`src/rtl/booth_mul_seq_pkg.sv`:
```
// mul_pkg: shared types and helpers for the radix-4 Booth multiplier
package mul_pkg;
   typedef enum logic [1:0] {MUL_LO = 2'b00, MUL_H = 2'b01, MUL_HSU = 2'b10, MUL_HU = 2'b11} mul_op_t;
   typedef enum logic [1:0] {IDLE, BUSY, DONE} mul_state_t;
   // s: negate, c: select 2A instead of A, z: digit is zero
   typedef struct packed {
      logic s;
      logic c;
      logic z;
   } booth_digit_t;
   function automatic int mul_iters(input int xlen);
      return (xlen + 2) / 2;
   endfunction
   function automatic booth_digit_t booth_decode(input logic [2:0] d);
      booth_digit_t r;
      r.z = (d == 3'b000) || (d == 3'b111);
      r.c = (d == 3'b011) || (d == 3'b100);
      r.s = d[2] & ~(d[1] & d[0]);
      return r;
   endfunction
endpackage

```
`src/rtl/booth_mul_seq_if.sv`:
```
// booth_mul_seq_if: operand request and result handshakes of the multiplier
interface booth_mul_seq_if #(parameter int XLEN = 32);
   import mul_pkg::*;
   logic            i_valid;
   logic            o_ready;
   mul_op_t         i_op;
   logic [XLEN-1:0] i_data_a;
   logic [XLEN-1:0] i_data_b;
   logic            o_valid;
   logic            i_ready;
   logic [XLEN-1:0] o_data;
   modport slave (input i_valid, i_op, i_data_a, i_data_b, i_ready, output o_ready, o_valid, o_data);
   modport master (output i_valid, i_op, i_data_a, i_data_b, i_ready, input o_ready, o_valid, o_data);
endinterface

```
`src/rtl/booth_mul_seq_pp_row.sv`:
```
// booth_pp_row: one Booth partial-product row added onto the accumulator high slice
module booth_pp_row import mul_pkg::*; #(
   parameter int XLEN = 32
) (
   input  logic [XLEN+1:0] a_i,
   input  logic [2:0]      digit_i,
   input  logic [XLEN+3:0] acc_i,
   output logic [XLEN+3:0] sum_o
);
   localparam int HW = XLEN + 4;
   booth_digit_t d;
   logic [HW:0]   a_x;
   logic [HW-1:0] pp;
   assign d   = booth_decode(digit_i);
   // sign-extended A with a zero appended below bit 0 so a_x[j] is A[j-1] (the 2A tap)
   assign a_x = {{2{a_i[XLEN+1]}}, a_i, 1'b0};
   for (genvar j = 0; j < HW; j++) begin : g_cell
      assign pp[j] = ~d.z & ((d.c ? a_x[j] : a_x[j+1]) ^ d.s);
   end
   assign sum_o = acc_i + pp + {{(HW-1){1'b0}}, d.s};
endmodule

```
`src/rtl/booth_mul_seq.sv`:
```
// booth_mul_seq: iterative radix-4 Booth multiplier for RV32M MUL/MULH/MULHSU/MULHU
module booth_mul_seq import mul_pkg::*; #(
   parameter int XLEN       = 32,
   parameter bit EARLY_ZERO = 1'b1
) (
   input  logic                i_clk,
   input  logic                i_rst,
   input  logic                i_flush,
   booth_mul_seq_if.slave      bus
);
   localparam int N  = mul_iters(XLEN);
   localparam int HW = XLEN + 4;
   localparam int LW = XLEN + 2;
   localparam int AW = HW + LW;
   localparam int CW = $clog2(N);
   mul_state_t             state_q;
   mul_op_t                op_q;
   logic [CW-1:0]          cnt_q;
   logic [LW-1:0]          a_q;
   logic                   b_prev_q;
   // high HW bits collect partial sums, low LW bits start as the multiplier and fill with product bits
   logic signed [AW-1:0]   acc_q;
   logic signed [AW-1:0]   acc_d;
   logic [HW-1:0]          sum;
   logic [LW-1:0]          a_ext;
   logic [LW-1:0]          b_ext;
   logic [XLEN-1:0]        res_d;
   logic                   zero;
   logic                   o_ready_q;
   logic                   o_valid_q;
   logic [XLEN-1:0]        o_data_q;
   assign a_ext = {{2{bus.i_data_a[XLEN-1] & (bus.i_op == MUL_H || bus.i_op == MUL_HSU)}}, bus.i_data_a};
   assign b_ext = {{2{bus.i_data_b[XLEN-1] & (bus.i_op == MUL_H)}}, bus.i_data_b};
   assign zero  = EARLY_ZERO && (bus.i_data_a == '0 || bus.i_data_b == '0);
   booth_pp_row #(.XLEN(XLEN)) u_row (
      .a_i     (a_q),
      .digit_i ({acc_q[1:0], b_prev_q}),
      .acc_i   (acc_q[AW-1:LW]),
      .sum_o   (sum)
   );
   assign acc_d = $signed({sum, acc_q[LW-1:0]}) >>> 2;
   assign res_d = (op_q == MUL_LO) ? acc_d[XLEN-1:0] : acc_d[2*XLEN-1:XLEN];
   assign bus.o_ready = o_ready_q;
   assign bus.o_valid = o_valid_q;
   assign bus.o_data  = o_data_q;
   // control FSM, operand latch, one Booth digit per BUSY cycle and registered handshake outputs
   always_ff @(posedge i_clk or posedge i_rst) begin
      if (i_rst) begin
         state_q   <= IDLE;
         op_q      <= MUL_LO;
         cnt_q     <= '0;
         a_q       <= '0;
         b_prev_q  <= 1'b0;
         acc_q     <= '0;
         o_ready_q <= 1'b1;
         o_valid_q <= 1'b0;
         o_data_q  <= '0;
      end else if (i_flush) begin
         state_q   <= IDLE;
         o_ready_q <= 1'b1;
         o_valid_q <= 1'b0;
      end else begin
         case (state_q)
            IDLE: if (bus.i_valid) begin
               state_q   <= BUSY;
               o_ready_q <= 1'b0;
               op_q      <= bus.i_op;
               a_q       <= a_ext;
               acc_q     <= {{HW{1'b0}}, zero ? {LW{1'b0}} : b_ext};
               b_prev_q  <= 1'b0;
               cnt_q     <= zero ? CW'(N-1) : '0;
            end
            BUSY: begin
               acc_q    <= acc_d;
               b_prev_q <= acc_q[1];
               cnt_q    <= cnt_q + CW'(1);
               if (cnt_q == CW'(N-1)) begin
                  state_q   <= DONE;
                  o_valid_q <= 1'b1;
                  o_data_q  <= res_d;
                  cnt_q     <= '0;
               end
            end
            DONE: if (bus.i_ready) begin
               state_q   <= IDLE;
               o_valid_q <= 1'b0;
               o_ready_q <= 1'b1;
            end
            default: state_q <= IDLE;
         endcase
      end
   end
endmodule

```
`src/flat_wrapper.sv`:
```
// flat-port wrapper written by rule: the top's interface ports become plain ports
module booth_mul_seq_flat import mul_pkg::*;
#(
   parameter int XLEN       = 32,
   parameter bit EARLY_ZERO = 1'b1
)
  (i_clk, i_rst, i_flush, bus_i_valid, bus_i_op, bus_i_data_a, bus_i_data_b, bus_i_ready, bus_o_ready, bus_o_valid, bus_o_data);
  booth_mul_seq_if #(.XLEN(XLEN)) bus_i ();
  input  logic i_clk;
  input  logic i_rst;
  input  logic i_flush;
  input wire logic [$bits(bus_i.i_valid)-1:0] bus_i_valid;
  input wire logic [$bits(bus_i.i_op)-1:0] bus_i_op;
  input wire logic [$bits(bus_i.i_data_a)-1:0] bus_i_data_a;
  input wire logic [$bits(bus_i.i_data_b)-1:0] bus_i_data_b;
  input wire logic [$bits(bus_i.i_ready)-1:0] bus_i_ready;
  output wire logic [$bits(bus_i.o_ready)-1:0] bus_o_ready;
  output wire logic [$bits(bus_i.o_valid)-1:0] bus_o_valid;
  output wire logic [$bits(bus_i.o_data)-1:0] bus_o_data;
  assign bus_i.i_valid = bus_i_valid;
  assign bus_i.i_op = bus_i_op;
  assign bus_i.i_data_a = bus_i_data_a;
  assign bus_i.i_data_b = bus_i_data_b;
  assign bus_i.i_ready = bus_i_ready;
  assign bus_o_ready = bus_i.o_ready;
  assign bus_o_valid = bus_i.o_valid;
  assign bus_o_data = bus_i.o_data;
  booth_mul_seq #(.XLEN(XLEN), .EARLY_ZERO(EARLY_ZERO)) u_core (.i_clk(i_clk), .i_rst(i_rst), .i_flush(i_flush), .bus(bus_i));
endmodule
```
`config.mk`:
```
export PLATFORM = sky130hd
export DESIGN_NAME = booth_mul_seq_flat
export DESIGN_NICKNAME = d
export VERILOG_FILES = /design/src/rtl/booth_mul_seq_pkg.sv /design/src/rtl/booth_mul_seq_if.sv /design/src/rtl/booth_mul_seq_pp_row.sv /design/src/rtl/booth_mul_seq.sv /design/src/flat_wrapper.sv
export SDC_FILE = /design/constraint.sdc
export NUM_CORES = 1
export LEC_CHECK = 0
export CAP_MARGIN = 20
export CORE_ASPECT_RATIO = 0.9
export CORE_MARGIN = 2
export CORE_UTILIZATION = 45
export DETAILED_ROUTE_END_ITERATION = 10
export DONT_BUFFER_PORTS = 1
export HOLD_SLACK_MARGIN = 0.06
export PLACE_DENSITY = 0.64
export SLEW_MARGIN = 20
export SYNTH_ARGS = -nofsm -noshare
export SYNTH_HDL_FRONTEND = slang
export SYNTH_SLANG_ARGS = --single-unit
```
`constraint.sdc`:
```
create_clock -name i_clk -period 8.7 [get_ports i_clk]
set_input_delay 2.61 -clock i_clk [delete_from_list [all_inputs] [get_ports i_clk]]
set_output_delay 2.61 -clock i_clk [all_outputs]
set_load 0.02 [all_outputs]
```
# Word level (Yosys, flattened, before mapping)
# Cells that the tools add are included.
# W data, S select, Z words.
# classes
n_addsub	3
n_mul	0
n_div	0
order_cmp	0
eq_ne	12
n_shift	0
mux	55
bitwise_logic	77
n_reduce_logical	18
# ops
op	count
$pmux W70 S2	1
$mux W70	1
$logic_not A32 Y1	2
$and A1 B1 Y1	39
$mux W1	39
$add A36 B1 Y36	1
$add A36 B36 Y36	1
$xor A1 B1 Y1	35
$mux W34	1
$mux W32	1
$reduce_and A3 Y1	6
$mux W5	3
$pmux W5 S2	1
$mux W2	4
$eq A3 B3 Y1 const B	2
$ne A3 B3 Y1 const B	2
$pmux W1 S2	3
$pmux W2 S3	1
$reduce_bool A3 Y1	2
$add A5 B1 Y5 const B	1
$eq A5 B5 Y1 const B	1
$eq A2 B1 Y1 const B	2
$eq A2 B2 Y1 const B	2
$logic_not A2 Y1	2
other kinds (7)	12
# word_totals
reg_bits	147
latch_bits	0
mem_bits_rw	0
romBits	0
in_bits	71
wordCells	174
memories	0

# Longest topological paths before layout
# Gate-level depths: netlist of the first run.
# logic_depth
depth_word	8
ltp_mapped	16

# Modules after synthesis
# From an unflattened synthesis of the first run, not the netlist that was laid out.
# unflattened
hier_cells	1065
area_unflattened_um2	9218.8
# modules_own_cells
mod	instances	cells_each	area_per_inst_um2
booth_mul_seq	1	648	6347.3
booth_pp_row	1	417	2871.5

# Least setup slack after synthesis of the first run
# Ideal clock, no wire load.
# synth_timing
path_type	input-to-reg
start	in bus_i_data_a[24]
end	reg u_core.acc_q[11]
arrival_ns	3.953
required_time_ns	8.573
slack_ns	4.620
stages	7
path_cell_list	nor4_1 > nand4_1 > o22a_1 > and2_1 > clkbuf_1 > a222oi_1 > inv_1
# synth_between
elab_chain_cells	5
# synth_rtl
item	line	rtl
start: declaration	flat_wrapper.sv:14	input wire logic [$bits(bus_i.i_data_a)-1:0] bus_i_data_a;
$logic_not A32 Y1	booth_mul_seq.sv:34	assign zero = EARLY_ZERO && (bus.i_data_a == '0 || bus.i_data_b == '0);
$logic_or A1 B1 Y1	booth_mul_seq.sv:34	
$mux W34	booth_mul_seq.sv:69	acc_q <= {{HW{1'b0}}, zero ? {LW{1'b0}} : b_ext};
$mux W70	booth_mul_seq.sv:64	IDLE: if (bus.i_valid) begin
$pmux W70 S2	booth_mul_seq.sv:63	case (state_q)
end signal: assignment	booth_mul_seq.sv:69	
end: declaration	booth_mul_seq.sv:22	logic signed [AW-1:0] acc_q;
# Every way passes these cells. The select of a mux whose other input is x is not followed.
# A chain may end at the register's enable or synchronous reset.

# Worst setup path in the final report of the first run
# layout_timing
start	reg u_core.acc_q[1]
end	reg u_core.acc_q[63]
# layout_between
elab_chain_cells	8
word_cells_on_any_way	107
# layout_rtl
item	line	rtl
$eq A3 B2 Y1 / $eq A3 B3 Y1 (equally long branches)	booth_mul_seq_pkg.sv:17	r.c = (d == 3'b011) || (d == 3'b100);
$logic_or A1 B1 Y1	booth_mul_seq_pkg.sv:17	
$mux W1	booth_mul_seq_pp_row.sv:18	assign pp[j] = ~d.z & ((d.c ? a_x[j] : a_x[j+1]) ^ d.s);
$xor A1 B1 Y1	booth_mul_seq_pp_row.sv:18	
$and A1 B1 Y1	booth_mul_seq_pp_row.sv:18	
$add A36 B36 Y36	booth_mul_seq_pp_row.sv:20	assign sum_o = acc_i + pp + {{(HW-1){1'b0}}, d.s};
$add A36 B1 Y36 (*)	booth_mul_seq_pp_row.sv:20	
$pmux W70 S2 (*)	booth_mul_seq.sv:63	
# Every way passes the cells marked *; elsewhere a longest branch is shown, timed or not.

==> flow_summary.toml, run 1 <==
[outcome]
status = "complete, no violations"

[setup_path]
critPathLaunchType = "flop"
r2r_cells = 14
cp-end-kind = "flop"
arrival_ns = 5.01
rrSetupSlack_ns = 3.97
worst_r2r_endpoint = "u_core.acc_q[63]"
worstSetupPathType = "flop to flop"
regToRegStartpoint = "u_core.acc_q[1]"
cp_max_fo = 41
required_ns = 8.97

[timing]
setup_violations = 0
period_needed_ns = 4.733
fin_worst_skew_ns = 0.009561
worst_slew_pin_slew_ns = 0.9692
relSlewSlack_pct = 35.23
rsz0062_at_grt = "no"
setup_tns_ns = 0
hold_viol_final = 0
fin_crit_sh_pct = 54.40
drv_slew = 0
fmax_mhz = 211.3
fin_ws_ns = 3.967

[synth]
async_reset_ff_share_pct = 100.0
ys_ff_latch = 145
netlist_top_cells_area = "dfrtp_1, ha_1, o21ai_0, mux2_2, xor2_1"
yosys-top-cells-count = "dfrtp_1, nand2_1, o21ai_0, a21oi_1"
syn_avg_cell_area_um2 = 9.337
synth_seq_area_share_pct = 40.33
ys_warn_count = 0
synth_edf_count = 0
syn-num-nets = 1073
netlist.top_cell.by_area = "dfrtp_1"
synth_top_flop_cell = "dfrtp_1"
synth.most_common_cell = "dfrtp_1"
netlist_area_um2 = 9001
ys_types = 75
synthesis.instances = 964
synth.top_cell.area_share_pct = 40.03

[die]
die-area_um2 = 21150
num_rows = 49
initial_core_util_pct = 45.45
die_width_um = 153.1
io_pins = 105
die_h_um = 138.2
core_um2 = 19800

[grt]
overflow = 0
grt_use_total_pct = 23.89
grt_start_max_net_pins = 98
grt_pass1_wl_um = 40100
antenna_found_initial = 0
grt_pass1_vias = 7260

[final_layout]
nets = 1036
syn_to_final_growth_pct = 7.687
multiInputGateArea_um2 = 4956
utilization_pct = 48.95
diodes = 0
ff_latch_area_um2 = 3631
fill_cells = 1886
drive_gt1_share_pct = 10.87

[cts]
h-tree-depth = 4
post-cts-setup-buffer-count = 0
cts_resized = 0
insertion_delay_ns = 0.43
cts_buffers = 17
clock-root-buffer = "clkbuf_16"
cts_sinks = 145
cts.clk_slew.worst_paths_ns = 0.06
cts_tree = "done"
cts_buffer_depth = 2
cts_hold_buf = 0

[routing]
ant_nets = 0
vias = 7358
drc = 0
firstDrtPassIters = 9
wl_um = 24650
wl_per_cell_um = 20.66
via_per_inst = 6.168
drt-initial-drc-count = 701

[placed_design]
preCtsSetupSlack_ns = 3.665
portBuffers = 0
dpl.hpwl_um = 17620
gp_congestion = 0.9161

[hold_path]
whs_path_depth = 2
hold_class = "flop to flop"
hold_end = "u_core.acc_q[54]"
hp-start = "u_core.acc_q[54]"

[power_and_ir_drop]
powerDensity_nw_per_um2 = 315.3
design_power_total_mw = 3.057
leakagePower_nw = 4.404
vdd_drop_max_uv = 119.3

[job]
drv_cap = 0
==> cells by family after synthesis <==
logic type,Yosys count,synth area share [%]
AOI/OAI and AO/OA,327,24.94
and+or+nand+nor,254,13.82
DFF,145,40.33
buffers and inverters,103,5.074
xor gates and xnor gates,62,6.033
adders and majority gates,38,5.449
muxes,35,4.365
==> area by class of cell <==
| type | count | area share, % |
|---|---|---|
| Inverter | 38 | 1.523 |
| Timing Repair Buffer | 9 | 0.6970 |
| Sequential cell | 145 | 37.46 |
| Tap cell | 255 | 3.292 |
| Clock buffer | 22 | 4.789 |
| Multi-Input combinational cell | 716 | 51.13 |
| Clock inverter | 8 | 1.110 |
==> sequential cells by signal (all words and copies together), names as in the netlist <==
name                count
u_core.bus.o_data      32
u_core.a_q             33
u_core.cnt_q            5
u_core.bus.o_ready      1
u_core.acc_q           68
u_core.op_q             2
u_core.b_prev_q         1
u_core.bus.o_valid      1
u_core.state_q          2
==> routing by layer <==
layer,track usage (%),vias to the layer above,wire length [um]
li1,-,3498,-
met1,33.39,3631,11340
met4,7.456,0,565
met5,0,-,0
met2,36.30,201,11150
met3,6.458,28,1590
==> power breakdown <==
| part | internal (mW) | switching, mW |
|---|---|---|
| Sequential | 0.821 | 0.134 |
| Combinational | 0.527 | 0.848 |
| Clock | 0.435 | 0.292 |
==> per-stage QoR <==
stage	area (um^2)	cells	hold WS, ns
floorplan	9001	964	0.4526
global placement	9114	1162	0.4711
detailed placement	9114	1162	0.4779
CTS	9686	1192	0.4910
global route	9693	1193	0.5325
finish	9693	1193	0.4853
==> cells in the final DEF (no fill, tap or decap), types with 4 or more instances in the layout <==
cell type  synthesis  final
dfrtp_1          144    143
nand2_1           98     98
o21ai_0           81     81
a21oi_1           66     66
nor2_1            52     49
xor2_1            43     42
inv_1             38     37
ha_1              36     36
mux2_2            34     34
a22oi_1           31     31
a22o_1            25     25
a222oi_1          21     21
and3_1            20     20
a31oi_1           20     20
xnor2_1           19     19
nor4_1            17     17
clkbuf_16          0     17
a21o_1            13     13
nor3_1            14     13
nand4_1           12     12
o21bai_1           9      9
buf_4              4      9
o21a_1             7      7
nand2b_1           7      7
o211ai_1           6      6
nand3_1            6      6
a221o_1            6      6
nor2b_1            5      5
a31o_2             4      4
clkinv_4           0      4
==> worst max path at each step <==
stage / slack (ns) / to / cells after the start / start
floorplan: 2.20 / u_core.a_q[0] / 1 / i_rst
global placement: 3.73 / u_core.acc_q[33] / 6 / bus_i_data_a[6]
detailed placement: 3.66 / u_core.acc_q[33] / 6 / bus_i_data_a[6]
CTS: 3.94 / u_core.acc_q[63] / 14 / u_core.acc_q[1]
global route: 3.23 / u_core.acc_q[63] / 14 / u_core.acc_q[1]
finish: 3.97 / u_core.acc_q[63] / 14 / u_core.acc_q[1]
==> critical path, cell delays in order (launching register included) <==
cell	delay (ns)
dfrtp_2	0.38
buf_4	0.30
or3b_2	0.65
nor2_1	0.07
a221oi_1	0.41
inv_1	0.09
ha_1	0.29
a21o_1	0.13
and4_1	0.30
o21bai_1	0.11
a2111oi_0	0.75
o221ai_1	0.45
a21oi_1	0.27
xnor2_1	0.23
o21ai_0	0.14
(Power assumes the default switching activity.)
==> run 2: changes to the inputs <==
- PLACE_DENSITY: 0.64 -> 0.66
- clock period: 8.7 -> 4.3 ns (I/O delays scaled with it)
==> run 2 against run 1 <==
Non-clock buffer count rose by 8; fmax up 18%; die area did not move; first-iteration DRC count shrank 17%; wire length is 3.0% higher; combinational power up 100%; utilization increased by 0.76 points; global-route usage grew 0.31 points; clock skew decreased by 0.00077 ns; largest power group unchanged.
==> flow_summary.toml, run 2 (synthesis results as in run 1) <==
[cts]
clock-root-buffer = "clkbuf_16"
cts_sinks = 145
cts_buffer_depth = 2
cts_hold_buf = 0
cts.clk_slew.worst_paths_ns = 0.07
post-cts-setup-buffer-count = 0
h-tree-depth = 4
cts_resized = 0
cts_tree = "done"
cts_buffers = 17
insertion_delay_ns = 0.44

[die]
die-area_um2 = 21150
core_um2 = 19800
die_h_um = 138.2
num_rows = 49
initial_core_util_pct = 45.45
io_pins = 105
die_width_um = 153.1

[setup_path]
rrSetupSlack_ns = 0.28
cp_max_fo = 17
worstSetupPathType = "flop to flop"
arrival_ns = 4.35
critPathLaunchType = "flop"
r2r_cells = 11
required_ns = 4.63
cp-end-kind = "flop"

[final_layout]
largest_reg_flops = 68
multiInputGateArea_um2 = 4974
drive_gt1_share_pct = 12.24
utilization_pct = 49.71
syn_to_final_growth_pct = 9.355
nets = 1044
top_register = "u_core.acc_q"
layout_commonest_cell = "dfrtp_1"
ff_latch_area_um2 = 3631
fill_cells = 1861
layout_common_cells = "dfrtp_1, nand2_1, o21ai_0, a21oi_1, nor2_1"

[power_and_ir_drop]
leakagePower_nw = 4.475
vdd_drop_max_uv = 293.6
powerDensity_nw_per_um2 = 648.4

[grt]
overflow = 0
grt_start_max_net_pins = 102
grt_use_total_pct = 24.20
grt_pass1_vias = 7188
grt_pass1_wl_um = 40380
antenna_found_initial = 1

[routing]
firstDrtPassIters = 7
wl_um = 25380
vias = 7392
drt-initial-drc-count = 579
wl_per_cell_um = 21.08
via_per_inst = 6.140
ant_nets = 0
drc = 0

[timing]
setup_tns_ns = 0
rsz0062_at_grt = "no"
period_needed_ns = 4.018
fin_worst_skew_ns = 0.008790
drv_slew = 0
hold_viol_final = 0
setup_violations = 0
worst_slew_pin_slew_ns = 0.8197
fin_crit_sh_pct = 93.45
relSlewSlack_pct = 45.15
fmax_mhz = 248.9

[placed_design]
gp_congestion = 0.9449
portBuffers = 0
dpl.hpwl_um = 18720

[hold_path]
hold_class = "flop to flop"
whs_path_depth = 2

[job]
drv_cap = 0

[outcome]
status = "complete, no violations"
## run 2: cell types whose count changed in the layout (fill, tap and decap cells not counted), moves of 2 or more
cell	before	now
buf_4	9	16
clkbuf_1	3	0
clkbuf_8	2	0
clkinv_2	1	3
clkinv_4	4	1
bufinv_16	2	4
clkinvlp_4	1	3
inv_6	1	4
## run 2: worst max-delay path: stages, from the launching register on
cell	delay [ns]
dfrtp_1	0.49
or3b_2	0.67
buf_4	0.25
o21ai_0	0.20
ha_1	0.38
a21oi_2	0.32
o21bai_1	0.10
a21oi_1	0.28
o21ai_0	0.17
a31o_2	0.29
or4b_1	0.50
a32o_1	0.25
## run 2: metal layers
metal | vias to the layer above | global-route usage [%] | share of wire, %
met2 | 253 | 36.72 | 45
met1 | 3587 | 33.98 | 46
met3 | 29 | 6.959 | 7.5
li1 | 3523 | - | -
met4 | 0 | 6.628 | 1.5
met5 | - | 0 | 0
## run 2: worst paths after layout
| check | endpoint | start |
|---|---|---|
| setup / recovery | u_core.acc_q[65] | u_core.b_prev_q |
| hold / removal | u_core.acc_q[63] | u_core.acc_q[63] |
| setup reg to reg | u_core.acc_q[65] | u_core.b_prev_q |
| hold reg to reg | u_core.acc_q[63] | u_core.acc_q[63] |
| max in group asynchronous | u_core.acc_q[64] | i_rst |
| min in group asynchronous | u_core.a_q[16] | i_rst |
## run 2: cell type report
type	count	area share (%)
antenna	1	0.02542
clock buffer	17	4.322
clock inverter	15	2.085
inverter	38	1.487
multi-input combinational	716	50.53
sequential	145	36.89
tap	255	3.241
timing repair buffer	17	1.424
## run 2: through the flow
step | std cells | hold WS, ns | instance area, um^2 | setup slack [ns] | total power [mW]
after global routing | 1203 | 0.5114 | 9841 | 0.005792 | 6.777
after global placement | 1171 | 0.4794 | 9193 | 0.3658 | 4.736
after detailed placement | 1171 | 0.4837 | 9193 | 0.3231 | 4.737
after CTS | 1203 | 0.4979 | 9823 | 0.2888 | 6.370
after floorplan | 964 | 0.4526 | 9005 | 0.4703 | 4.141
final | 1204 | 0.4909 | 9843 | 0.2815 | 6.382
## run 2: report_power, final
| group | internal (mW) | leakage, nW | switching (mW) |
|---|---|---|---|
| combinational | 1.08 | 2.29 | 1.74 |
| sequential | 1.66 | 1.87 | 0.290 |
| clock | 0.979 | 0.306 | 0.638 |
